===== config.mk =====
export PLATFORM = sky130hd
export DESIGN_NAME = hd44780_bus_reader
export DESIGN_NICKNAME = d
export VERILOG_FILES = /design/src/rtl/hd44780_pkg.sv /design/src/rtl/hd44780_phase_counter.sv /design/src/rtl/hd44780_bus_reader.sv
export SDC_FILE = /design/constraint.sdc
export NUM_CORES = 1
export LEC_CHECK = 0
export BUFFER_PORTS_ARGS = -buffer_cell sky130_fd_sc_hd__clkbuf_2
export CAP_MARGIN = 20
export CORE_MARGIN = 2
export CORE_UTILIZATION = 35
export CTS_BUF_LIST = sky130_fd_sc_hd__clkbuf_8 sky130_fd_sc_hd__clkbuf_16
export CTS_CLUSTER_SIZE = 10
export DETAILED_ROUTE_END_ITERATION = 16
export GPL_ROUTABILITY_DRIVEN = 0
export PLACE_DENSITY_LB_ADDON = 0.05
export RECOVER_POWER = 50
export SLEW_MARGIN = 25
export SYNTH_ARGS = -nofsm -noshare
export SYNTH_HDL_FRONTEND = slang
export SYNTH_SLANG_ARGS = --single-unit

===== constraint.sdc =====
create_clock -name CLK_I -period 6.7 [get_ports CLK_I]
set_input_delay 1.34 -clock CLK_I [delete_from_list [all_inputs] [get_ports CLK_I]]
set_output_delay 1.34 -clock CLK_I [all_outputs]
set_load 0.02 [all_outputs]

===== src/rtl/hd44780_pkg.sv =====
// Shared HD44780 bus definitions: timing counts for a 48 MHz clock, state
// encoding of the read engine and the RS codes used by reader and writer.
package hd44780_pkg;

    localparam int unsigned SYSFREQ     = 48_000_000;
    // Counts below are pre-computed for SYSFREQ.
    localparam int unsigned SETUP_CLKS  = 3;
    localparam int unsigned E_HIGH_CLKS = 24;
    localparam int unsigned E_LOW_CLKS  = 24;
    localparam int unsigned MAX_POLLS   = 255;
    localparam int unsigned PHASE_BITS  = 5;

    localparam logic RS_CMD  = 1'b0;
    localparam logic RS_DATA = 1'b1;

    typedef enum logic [2:0] {
        IDLE,
        SETUP,
        EH1,
        EL1,
        EH2,
        EL2,
        DONE
    } state_t;

endpackage


===== src/rtl/hd44780_phase_counter.sv =====
// Loadable down-counter that times one bus phase; done is high while the
// count sits at 1, i.e. in the last cycle of the loaded phase.
module hd44780_phase_counter #(
    parameter int unsigned WIDTH = hd44780_pkg::PHASE_BITS
) (
    input  logic             clk,
    input  logic             rst,
    input  logic             load,
    input  logic [WIDTH-1:0] value,
    output logic             done
);

    logic [WIDTH-1:0] count;

    always_ff @(posedge clk or posedge rst) begin
        if (rst) begin
            count <= '0;
        end else if (load) begin
            count <= value;
        end else if (count != '0) begin
            count <= count - 1'b1;
        end
    end

    assign done = (count == WIDTH'(1));

endmodule


===== src/rtl/hd44780_bus_reader.sv =====
// HD44780 4-bit read engine: two E strobes per byte with nibble sampling at
// the end of each E-high phase, plus optional busy-flag polling.
module hd44780_bus_reader #(
    parameter int unsigned SETUP_CLKS  = hd44780_pkg::SETUP_CLKS,
    parameter int unsigned E_HIGH_CLKS = hd44780_pkg::E_HIGH_CLKS,
    parameter int unsigned E_LOW_CLKS  = hd44780_pkg::E_LOW_CLKS,
    parameter int unsigned MAX_POLLS   = hd44780_pkg::MAX_POLLS,
    parameter int unsigned PHASE_BITS  = hd44780_pkg::PHASE_BITS
) (
    input  logic       CLK_I,
    input  logic       RST_I,
    input  logic       start_strobe,
    input  logic       rs_sel,
    input  logic       poll_mode,
    input  logic [3:0] lcd_data_in,
    output logic       lcd_rs,
    output logic       lcd_rw,
    output logic       lcd_e,
    output logic       bus_req,
    output logic [7:0] DAT_O,
    output logic       busy_flag,
    output logic [6:0] addr_o,
    output logic       timeout,
    output logic       end_strobe
);

    import hd44780_pkg::*;

    localparam logic [PHASE_BITS-1:0] SETUP_V = PHASE_BITS'(SETUP_CLKS);
    localparam logic [PHASE_BITS-1:0] EH_V    = PHASE_BITS'(E_HIGH_CLKS);
    localparam logic [PHASE_BITS-1:0] EL_V    = PHASE_BITS'(E_LOW_CLKS);
    localparam logic [7:0]            POLL_LAST = 8'(MAX_POLLS - 1);

    state_t                state;
    logic                  rs_cap;
    logic                  poll_cap;
    logic [7:0]            poll_cnt;
    logic [7:0]            rd_byte;
    logic                  ph_load;
    logic [PHASE_BITS-1:0] ph_value;
    logic                  ph_done;
    logic                  poll_active;
    logic                  poll_again;

    assign poll_active = poll_cap && (rs_cap == RS_CMD);
    assign poll_again  = poll_active && rd_byte[7] && (poll_cnt < POLL_LAST);

    hd44780_phase_counter #(
        .WIDTH(PHASE_BITS)
    ) u_phase (
        .clk  (CLK_I),
        .rst  (RST_I),
        .load (ph_load),
        .value(ph_value),
        .done (ph_done)
    );

    // Counter is reloaded on the same edge that moves the FSM to the next phase.
    always_comb begin
        ph_load  = 1'b0;
        ph_value = '0;
        case (state)
            IDLE: begin
                ph_load  = start_strobe;
                ph_value = SETUP_V;
            end
            SETUP, EL1: begin
                ph_load  = ph_done;
                ph_value = EH_V;
            end
            EH1, EH2: begin
                ph_load  = ph_done;
                ph_value = EL_V;
            end
            EL2: begin
                ph_load  = ph_done;
                ph_value = poll_again ? EH_V : '0;
            end
            default: ;
        endcase
    end

    always_ff @(posedge CLK_I or posedge RST_I) begin
        if (RST_I) begin
            state      <= IDLE;
            rs_cap     <= 1'b0;
            poll_cap   <= 1'b0;
            poll_cnt   <= '0;
            rd_byte    <= '0;
            lcd_rs     <= 1'b0;
            lcd_rw     <= 1'b0;
            lcd_e      <= 1'b0;
            bus_req    <= 1'b0;
            DAT_O      <= '0;
            busy_flag  <= 1'b0;
            addr_o     <= '0;
            timeout    <= 1'b0;
            end_strobe <= 1'b0;
        end else begin
            end_strobe <= 1'b0;
            case (state)
                IDLE: begin
                    if (start_strobe) begin
                        state    <= SETUP;
                        rs_cap   <= rs_sel;
                        poll_cap <= poll_mode;
                        poll_cnt <= '0;
                        timeout  <= 1'b0;
                        bus_req  <= 1'b1;
                        lcd_rw   <= 1'b1;
                        lcd_rs   <= rs_sel;
                    end
                end
                SETUP: begin
                    if (ph_done) begin
                        state <= EH1;
                        lcd_e <= 1'b1;
                    end
                end
                EH1: begin
                    if (ph_done) begin
                        rd_byte[7:4] <= lcd_data_in;
                        lcd_e        <= 1'b0;
                        state        <= EL1;
                    end
                end
                EL1: begin
                    if (ph_done) begin
                        lcd_e <= 1'b1;
                        state <= EH2;
                    end
                end
                EH2: begin
                    if (ph_done) begin
                        rd_byte[3:0] <= lcd_data_in;
                        lcd_e        <= 1'b0;
                        state        <= EL2;
                    end
                end
                EL2: begin
                    if (ph_done) begin
                        if (poll_again) begin
                            // Re-poll straight into E high; RS/RW are still valid.
                            if (poll_cnt != 8'hFF) begin
                                poll_cnt <= poll_cnt + 8'd1;
                            end
                            lcd_e <= 1'b1;
                            state <= EH1;
                        end else begin
                            state      <= DONE;
                            end_strobe <= 1'b1;
                            DAT_O      <= rd_byte;
                            if (rs_cap == RS_CMD) begin
                                busy_flag <= rd_byte[7];
                                addr_o    <= rd_byte[6:0];
                            end
                            timeout <= poll_active && rd_byte[7];
                            lcd_rw  <= 1'b0;
                            bus_req <= 1'b0;
                        end
                    end
                end
                DONE: begin
                    state <= IDLE;
                end
                default: begin
                    state <= IDLE;
                end
            endcase
        end
    end

endmodule


# Word-level counts from Yosys, hierarchy flattened
# Index checks and enable logic that the tools add are counted.
[totals]
regBits = 46
input_bits = 9
out_inout_bits = 22
wordCells = 92
[op_classes]
n_addsub = 2
n_lt_le_gt_ge = 1
n_eq_ne = 18
n_mux = 34
bitwise = 2
reduce_logical = 21
[op_table]
columns = ["op", "n"]
rows = [
  ["$mux 8", 4],
  ["$mux 3", 7],
  ["$ne 2x2->1 const B", 9],
  ["$pmux 3 s6", 1],
  ["$pmux 8 s2", 1],
  ["$mux 5", 3],
  ["$pmux 5 s3", 1],
  ["$mux 1", 13],
  ["$reduce_and 5->1", 2],
  ["$add 8x1->8 const B", 1],
  ["$lt 8x8->1 const B", 1],
  ["$ne 8x8->1 const B", 1],
  ["$reduce_and 4->1", 2],
  ["$eq 3x2->1 const B", 2],
  ["$eq 3x3->1 const B", 2],
  ["$pmux 1 s2", 3],
  ["$reduce_and 2->1", 3],
  ["$reduce_and 6->1", 1],
  ["$eq 5x1->1 const B", 1],
  ["$reduce_bool 5->1", 1],
  ["$reduce_or 5->1", 1],
  ["$sub 5x1->5 const B", 1],
  ["$ne 2x1->1 const B", 2],
  ["$reduce_bool 2->1", 2],
  ["9 further kinds", 13],
]

# Longest topological paths before layout
# Gate-level depths: netlist of the first run.
[depth]
word_depth = 7
ltp_mapped = 10
mapped_depth_nobuf = 8

# By module
# Synthesis of the first run repeated with hierarchy kept, for this count alone.
[hier_totals]
cells_unflattened = 202
hier_area_um2 = 2259.7
[by_module_without_submodules]
columns = ["module", "instances", "cells_each", "area_each_um2", "seq_area_each_um2"]
rows = [
  ["hd44780_bus_reader", 1, 173, 1958.1, 1026.0],
  ["hd44780_phase_counter", 1, 29, 301.5, 125.1],
]

# Least setup slack after synthesis of the first run
# Ideal clock, no wire load.
[synth_timing]
kind = "register -> register"
start = "register u_phase.count[1]"
end = "register addr_o[0]"
setup_ns = 0.125
arrival_time_ns = 2.075
t_required_ns = 6.575
slack_ns = 4.500
path_stages_with_launch = 8
n_path_buf = 1
period_less_slack_ns = 2.200
path_cell_list = "dfrtp_1 -> inv_1 -> ha_1 -> or4b_4 -> or2_4 -> or3_1 -> buf_6 -> mux2_4"
[synth_between]
elab_chain_len = 2
[synth_rtl]
columns = ["item", "line_no", "rtl"]
rows = [
  ["start, declared", "hd44780_phase_counter.sv:13", "logic [WIDTH-1:0] count;"],
  ["start signal, assigned", "hd44780_phase_counter.sv:19", "count <= value;"],
  ["start signal, assigned", "hd44780_phase_counter.sv:21", "count <= count - 1'b1;"],
  ["$eq 5x1->1", "hd44780_phase_counter.sv:25", "assign done = (count == WIDTH'(1));"],
  ["$reduce_and 4->1 (no source line)", "-", ""],
  ["end signal, assigned", "hd44780_bus_reader.sv:155", "addr_o <= rd_byte[6:0];"],
  ["end, declared", "hd44780_bus_reader.sv:22", "output logic [6:0] addr_o,"],
]
# Every way passes these cells.
# A chain may end at the register's enable or synchronous reset.

# Worst setup path after layout of the first run
[layout_timing]
start = "register u_phase.count[1]"
end = "register addr_o[2]"
# The elaborated chain is that of the path after synthesis.

==> results.py, run 1 <==
metrics = {
    "status": {
        "status": "complete, but fails checks",
        "violations": "capacitance limit, slew limit",
    },
    "worst_setup_path": {
        "reg2reg_depth": 6,
        "cp_max_fo": 8,
        "arrival_ns": 2.72,
        "slowest_stage": "or4b_1",
        "crit_path_cell_trace": "inv_1 > ha_1 > or4b_1 > or2_4 > or3_1 > mux2_4",
        "required_ns": 6.89,
        "worstSetupPathType": "register to register",
        "cp_slowest_stage_delay_ns": 0.55,
        "worstSetupEndpointType": "register",
        "startpoint_type": "register",
    },
    "pwr": {
        "p_clk_share_pct": 20.2,
        "pwr-share-seq_pct": 46.2,
        "comb_power_share_pct": 33.6,
        "leakage_nw": 1.19,
        "switchingPower_uw": 390,
        "power_density_mw_per_mm2": 423,
        "p_int_uw": 642,
        "irDropWorstVdd_uv": 187,
        "switching_share_pct": 37.8,
    },
    "logic_synthesis": {
        "synth.avg_cell_area_um2": 10.6,
        "synth_fp_nets": 213,
        "yosysWarnings": 0,
        "synthDistinctLibCells": 42,
        "netlist_area_mm2": 0.00214,
        "yosysSeqAreaShare_pct": 53.9,
        "synth_seq_cells": 46,
        "synthCells": 201,
    },
    "clock_tree": {
        "clockBufferDepth": 2,
        "clk_pin_slew_worst_paths_ns": 0.09,
        "clock_latency_ns": 0.29,
        "postCtsHoldBufs": 0,
        "clockRootBuffer": "clkbuf_8",
        "tritoncts": "yes",
        "numCtsBuffers": 5,
        "post_cts_buffers": 0,
        "ctsResizeCount": 0,
        "htreeDepth": 2,
        "cts_sinks": 46,
    },
    "global_routing": {
        "grt_pass1_wl_mm": 7.16,
        "grt_pass1_vias": 1459,
        "antenna_found_initial": 0,
        "grt_max_degree": 47,
        "overflow": 0,
        "track_usage_pct": 14.1,
    },
    "sta": {
        "rsz0062_at_grt": "false",
        "timing.slew.headroom_pct": -32.8,
        "period_minus_slack_ns": 2.53,
        "worst_pin_slew_ns": 1.98,
        "whs_ns": 0.481,
        "finClkSkew_ns": 0.00545,
        "setup_tns_ns": 0,
        "setup_violations": 0,
        "period_share_pct": 37.8,
        "max_freq_ghz": 0.394,
        "hold_viol": 0,
        "slew_viol_final": 47,
    },
    "layout": {
        "insertedDiodeCount": 0,
        "most-common-layout-cells": "46 x dfrtp_1, 43 x nand2_1, 29 x clkbuf_2, 14 x o21ai_0, 12 x nor2_1",
        "layout_commonest_cell": "dfrtp_1",
        "area_delta_synth_final_pct": 14.1,
        "nets": 242,
        "drive_gt1_share_pct": 26.4,
    },
    "flow_run": {
        "maxCapViolations": 1,
    },
    "detailed_routing": {
        "vias": 1487,
        "routed_wl_mm": 4.39,
        "remaining_drc_errors": 0,
        "dr.pass1.iters": 4,
        "post_drt_wl_per_cell_um": 14.3,
        "vias_per_cell": 4.86,
        "postRouteAntennaNets": 0,
        "drt_iter0_markers": 79,
    },
    "hold_path": {
        "min_path_type": "register to register",
        "hold_depth": 2,
    },
    "floorplanning": {
        "die_w_um": 82.1,
        "io-pin-count": 31,
        "die-area_mm2": 0.00675,
        "start_util_pct": 36.1,
        "die_y_um": 82.1,
        "core_area_mm2": 0.00592,
        "rows": 28,
    },
    "place": {
        "dp_hpwl_mm": 3.16,
        "numPortBuffers": 30,
    },
}
## sequential cells by signal (all words and copies together), names as in the netlist, 3 cells and up
signal / flops
DAT_O: 8
addr_o: 7
poll_cnt: 8
rd_byte: 8
state: 3
u_phase.count: 5
## cell usage after synthesis, drive strengths merged
cell type  count  share of area, %
a211oi         2              0.70
a21oi          7               1.6
a31oi          2              0.59
a41oi          2               1.7
and2           1              0.29
and3           1              0.29
and4           1              0.41
buf            5               1.9
clkbuf         3              0.53
dfrtp         46                54
ha             3               1.8
inv            6               1.1
mux2          17                10
mux2i          1              0.47
nand2         43               7.6
nand2b         3              0.88
nand3          5               1.2
nand3b         3               1.1
nand4          1              0.29
nor2          12               2.1
nor3           4              0.94
nor3b          1              0.35
nor4           1              0.29
nor4b          1              0.41
o21a           1              0.35
o21ai         14               3.3
o21bai         1              0.35
o221a          1              0.53
o22ai          1              0.29
o31ai          3               1.1
o41ai          1              0.41
or2            2              0.70
or3            2              0.59
or3b           1              0.41
or4b           1              0.64
xnor2          2              0.82
## final timing paths
check	startpoint	end	slack, ns
max	u_phase.count[1]	addr_o[2]	4.17
max in group asynchronous	RST_I	poll_cnt[1]	4.27
max reg2reg	u_phase.count[1]	addr_o[2]	4.17
min in group asynchronous	RST_I	DAT_O[2]	1.53
min reg2reg	DAT_O[1]	DAT_O[1]	0.48
min	DAT_O[1]	DAT_O[1]	0.48
## stage by stage
stage	std cells	utilization [%]	total power [mW]	setup slack (ns)	cell area [um^2]
3_5_place_dp	298	39.3	0.835	4.22	2330
4_1_cts	306	41.3	1.05	4.21	2440
5_1_grt	306	41.2	1.11	3.89	2440
2_1_floorplan	201	-	0.729	4.27	2140
6_report	306	41.2	1.03	4.17	2440
3_3_place_gp	298	39.3	0.828	4.30	2330
## power groups by stage
stage                     sequential (mW)  combinational [mW]  clock [mW]
after global placement              0.479               0.349           0
after global routing                0.493               0.392       0.229
final                               0.477               0.346       0.209
after detailed placement            0.483               0.352           0
after CTS                           0.477               0.354       0.214
after floorplan                     0.509               0.220           0
## logic make-up after synthesis
| group | after synthesis | share of synthesized area (%) |
|---|---|---|
| AO/OA/AOI/OAI | 35 | 10.9 |
| multiplexers | 18 | 10.8 |
| buffers and inverters | 14 | 3.45 |
| AND/OR/NAND/NOR | 83 | 18.4 |
| flip-flops | 46 | 53.9 |
| XOR/XNOR | 2 | 0.820 |
| adder cells (fa/ha/maj) | 3 | 1.76 |
## critical path, delay by kind of cell, from the launching register on
family	cells	cell delay [ns]
simple gates	3	1.41
flops	1	0.40
mux	1	0.38
fa+ha+maj	1	0.15
buf+inv	1	0.08
## routing by layer
metal	global-route usage [%]	wire [um]	up-vias
li1	-	-	753
met1	18.9	2220	709
met2	22.8	2000	20
met3	2.93	130	5
met4	4.50	41	0
met5	0	0	-
## cell type report
cell class | count | area, um^2
repair buffers | 30 | 149
fillers | 593 | 3480
flip-flops and latches | 46 | 1150
well taps | 75 | 93.8
clock inverters | 3 | 43.8
clock buffers | 5 | 68.8
inverters | 6 | 23.8
multi-input cells | 141 | 908
Note: power is estimated with default switching activity, not from simulation.
==> run 2: changes to the inputs <==
==> constraint.sdc (replaced) <==
create_clock -name CLK_I -period 2.05 [get_ports CLK_I]
set_input_delay 0.41 -clock CLK_I [delete_from_list [all_inputs] [get_ports CLK_I]]
set_output_delay 0.41 -clock CLK_I [all_outputs]
set_load 0.02 [all_outputs]
==> results.py, run 2 (same netlist as run 1, synthesis figures left out) <==
metrics = {
    "status": {
        "status": "complete, but fails checks",
        "violations": "setup timing",
    },
    "sta": {
        "max_freq_ghz": 0.461,
        "setup_ws_ns": -0.120,
        "hold_viol": 0,
        "worst_pin_slew_ns": 0.785,
        "period_share_pct": 106,
        "setup_violations": 19,
        "timing.slew.headroom_pct": 47.6,
        "period_minus_slack_ns": 2.17,
        "finClkSkew_ns": 0.00457,
        "slew_viol_final": 0,
        "rsz0062_at_grt": "true",
        "setup_tns_ns": -1.25,
    },
    "place": {
        "numPortBuffers": 30,
        "place_area_mm2": 0.00251,
        "dp_hpwl_mm": 3.42,
        "pre_cts_slack_ns": -0.195,
    },
    "detailed_routing": {
        "post_drt_wl_per_cell_um": 14.2,
        "remaining_drc_errors": 0,
        "vias_per_cell": 5.05,
        "drt_iter0_markers": 63,
        "routed_wl_mm": 4.62,
        "postRouteAntennaNets": 0,
        "vias": 1646,
        "dr.pass1.iters": 5,
    },
    "pwr": {
        "p_total_mw": 3.55,
        "leakage_nw": 1.31,
        "power_density_mw_per_mm2": 1330,
        "irDropWorstVdd_uv": 501,
    },
    "global_routing": {
        "overflow": 0,
        "antenna_found_initial": 0,
        "track_usage_pct": 15.2,
        "grt_pass1_vias": 1614,
        "grt_max_degree": 28,
        "grt_pass1_wl_mm": 7.73,
    },
    "clock_tree": {
        "clockRootBuffer": "clkbuf_8",
        "numCtsBuffers": 5,
        "clock_latency_ns": 0.29,
        "htreeDepth": 2,
        "tritoncts": "yes",
        "cts_sinks": 46,
        "clk_pin_slew_worst_paths_ns": 0.09,
        "clockBufferDepth": 2,
    },
    "worst_setup_path": {
        "worstSetupEndpointType": "register",
        "r2r_slack_ns": -0.12,
        "startpoint_type": "register",
        "required_ns": 2.23,
        "cp_max_fo": 8,
        "worstSetupPathType": "register to register",
        "arrival_ns": 2.35,
        "regToRegStartpoint": "u_phase.count[1]",
        "reg2reg_depth": 6,
        "reg2reg_to": "busy_flag",
    },
    "layout": {
        "largestRegisters": "DAT_O: 8 flops, poll_cnt: 8 flops, rd_byte: 8 flops",
        "area_delta_synth_final_pct": 25.0,
        "layout_commonest_cell": "dfrtp_1",
        "insertedDiodeCount": 0,
        "most-common-layout-cells": "46 x dfrtp_1, 41 x nand2_1, 31 x clkbuf_2, 14 x o21ai_0, 14 x buf_4",
        "nets": 262,
        "drive_gt1_share_pct": 35.5,
        "finish.instance_area_mm2": 0.00267,
        "n_fill_cell": 585,
    },
    "floorplanning": {
        "die_w_um": 82.1,
        "start_util_pct": 36.1,
        "rows": 28,
        "io-pin-count": 31,
        "die-area_mm2": 0.00675,
        "die_y_um": 82.1,
        "core_area_mm2": 0.00592,
    },
    "hold_path": {
        "min_path_type": "primary input to async pin",
    },
    "flow_run": {
        "maxCapViolations": 0,
    },
}
[run 2: changes by cell type in the layout (fill, tap and decap cells not counted), sizes merged]
cell	change
clkinv	-1
buf	+19
clkbuf	+1
inv	+1
[run 2: worst max-delay path by stage]
stage | start | end | slack, ns | cells after the start
2_1_floorplan | u_phase.count[1] | addr_o[0] | -0.13 | 7
3_3_place_gp | u_phase.count[1] | addr_o[4] | -0.14 | 7
3_5_place_dp | u_phase.count[1] | busy_flag | -0.20 | 7
4_1_cts | u_phase.count[1] | busy_flag | -0.13 | 7
5_1_grt | u_phase.count[1] | busy_flag | -0.16 | 6
6_report | u_phase.count[1] | busy_flag | -0.12 | 6
[run 2: worst max-delay path, cell delays in order, from the launching register on]
cell and delay, ns:
dfrtp_1 0.39, inv_2 0.08, ha_4 0.13, or4b_4 0.45, or2_4 0.24, or3_4 0.43, mux2_4 0.32
[run 2: timing repair]
action / in CTS / in global routing
pin swaps: 0 / 2
setup buffers: 0 / 0
hold buffers: 0 / 0
resized for setup: 10 / 8
endpoints found under the setup margin: 30 / 31
[run 2: stage by stage]
step                      utilization, %  hold WS, ns  instances
after detailed placement            42.4        0.445        319
after CTS                           44.9        0.115        327
after global routing                45.1        0.295        326
final                               45.1        0.228        326
after floorplan                        -        0.446        201
after global placement              42.4        0.440        319
[run 2: cell type report]
class / instances / area [um^2] / area share [%]
clock inverters: 3 / 41.3 / 1.55
well taps: 75 / 93.8 / 3.51
flip-flops and latches: 46 / 1150 / 43.1
repair buffers: 50 / 325 / 12.2
clock buffers: 5 / 68.8 / 2.58
multi-input cells: 141 / 966 / 36.2
inverters: 6 / 25.0 / 0.937
[run 2: routing by layer]
metal / vias up / track usage (%) / share of wire, %
met3: 2 / 3.26 / 2.5
li1: 791 / - / -
met4: 0 / 4.00 / 0.50
met1: 828 / 19.6 / 47
met5: - / 0 / 0
met2: 25 / 26.0 / 50
[run 2: power breakdown]
group | switching [mW] | internal (mW)
logic | 0.748 | 0.634
registers | 0.270 | 1.24
clock network | 0.301 | 0.359
total | 1.32 | 2.23
==> run 3: changes to the inputs <==
--- a/config.mk
+++ b/config.mk
@@ -19,3 +19,4 @@
 export SYNTH_ARGS = -nofsm -noshare
 export SYNTH_HDL_FRONTEND = slang
 export SYNTH_SLANG_ARGS = --single-unit
+export TNS_END_PERCENT = 5
==> results.py, run 3 (same netlist as run 1, synthesis figures left out) <==
metrics = {
    "worst_setup_path": {
        "reg2reg_to": "addr_o[3]",
        "startpoint_type": "register",
        "arrival_ns": 2.37,
        "reg2reg_depth": 6,
        "critPathCapture": "addr_o[3]",
        "worstSetupEndpointType": "register",
        "r2r_slack_ns": -0.14,
        "required_ns": 2.23,
        "cp_max_fo": 8,
        "worstSetupPathType": "register to register",
        "regToRegStartpoint": "u_phase.count[1]",
        "startpoint": "u_phase.count[1]",
    },
    "place": {
        "dp_hpwl_mm": 3.43,
        "dp_cells": 320,
        "place_area_mm2": 0.00251,
        "numPortBuffers": 30,
        "pre_cts_slack_ns": -0.161,
    },
    "global_routing": {
        "grt_pass1_vias": 1629,
        "antenna_found_initial": 0,
        "overflow": 0,
        "track_usage_pct": 15.3,
        "grt_pass1_wl_mm": 7.78,
        "grt_max_degree": 47,
    },
    "clock_tree": {
        "clock_latency_ns": 0.30,
        "clk_pin_slew_worst_paths_ns": 0.09,
        "clockRootBuffer": "clkbuf_8",
        "postCtsHoldBufs": 0,
        "numCtsBuffers": 5,
        "cts_sinks": 46,
        "htreeDepth": 2,
        "clockBufferDepth": 2,
        "tritoncts": "yes",
    },
    "sta": {
        "setup_ws_ns": -0.141,
        "period_minus_slack_ns": 2.19,
        "slew_viol_final": 0,
        "period_share_pct": 107,
        "rsz0062_at_grt": "true",
        "max_freq_ghz": 0.456,
        "hold_viol": 0,
        "whs_ns": 0.305,
        "worst_pin_slew_ns": 1.17,
        "finClkSkew_ns": 0.0136,
        "setup_violations": 12,
        "timing.slew.headroom_pct": 21.7,
    },
    "detailed_routing": {
        "post_drt_wl_per_cell_um": 14.4,
        "vias_per_cell": 4.97,
        "vias": 1624,
        "drt_iter0_markers": 92,
        "remaining_drc_errors": 0,
        "routed_wl_mm": 4.71,
        "dr.pass1.iters": 4,
        "postRouteAntennaNets": 0,
    },
    "floorplanning": {
        "die_y_um": 82.1,
        "core_area_mm2": 0.00592,
        "die_w_um": 82.1,
        "start_util_pct": 36.1,
        "die-area_mm2": 0.00675,
        "io-pin-count": 31,
        "rows": 28,
    },
    "layout": {
        "nets": 263,
        "area_delta_synth_final_pct": 23.8,
        "final_cells": 327,
        "layout_commonest_cell": "dfrtp_1",
        "most-common-layout-cells": "46 x dfrtp_1, 42 x nand2_1, 31 x clkbuf_2, 17 x buf_4, 13 x o21ai_0",
        "largestRegisters": "DAT_O: 8 flops, poll_cnt: 8 flops, rd_byte: 8 flops",
        "drive_gt1_share_pct": 35.7,
        "finish.instance_area_mm2": 0.00265,
        "insertedDiodeCount": 0,
    },
    "hold_path": {
        "min_path_type": "primary input to register",
        "hold_depth": 3,
    },
    "status": {
        "violations": "setup timing",
        "status": "complete, but fails checks",
    },
    "pwr": {
        "leakage_nw": 1.29,
        "irDropWorstVdd_uv": 434,
        "p_total_mw": 3.47,
        "power_density_mw_per_mm2": 1310,
    },
    "flow_run": {
        "maxCapViolations": 0,
    },
}
run 3: final cells by class:
type                    instances  area [um^2]
clock buffers                   5         68.8
clock inverters                 3         25.0
fillers                       577         3270
inverters                       6         27.5
multi-input cells             141          955
flip-flops and latches         46         1150
well taps                      75         93.8
repair buffers                 51          325
run 3: what timing repair did:
item	in CTS	in global routing
setup endpoints to repair	25	32
buffers inserted	0	0
pin swaps	0	1
endpoints found under the hold margin	0	0
gates resized for setup	5	11
run 3: through the flow:
stage / utilization, % / setup TNS (ns)
CTS: 44.2 / -1.31
global route: 44.7 / -2.79
floorplan: - / -1.20
finish: 44.7 / -1.09
detailed placement: 42.4 / -2.62
global placement: 42.4 / -2.26
run 3: routing by layer:
layer / routed length, um / vias to the layer above / GRT usage [%] / share of wire [%]
met5: 0 / - / 0 / 0
met3: 145 / 2 / 2.72 / 3.1
li1: - / 794 / - / -
met4: 23 / 0 / 5.00 / 0.49
met1: 2150 / 802 / 19.8 / 46
met2: 2380 / 26 / 26.0 / 51
run 3: critical path, stage by stage, from the launching register on:
cell     delay [ns]
dfrtp_1        0.40
inv_2          0.08
ha_4           0.12
or4b_4         0.45
or2_4          0.24
or3_4          0.47
mux2_4         0.32
run 3: power breakdown:
group          total, mW  switching, mW  internal (mW)  leakage, nW
registers           1.51          0.268           1.24        0.591
logic               1.39          0.757          0.631        0.656
clock network      0.574          0.328          0.247       0.0447
total               3.47           1.35           2.12         1.29
run 3: worst min path at each step:
stage	from	end
after global routing	poll_mode	poll_cap
after global placement	DAT_O[4]	DAT_O[4]
final	poll_mode	poll_cap
after CTS	RST_I	DAT_O[4]
after floorplan	poll_cap	poll_cap
after detailed placement	DAT_O[2]	DAT_O[2]
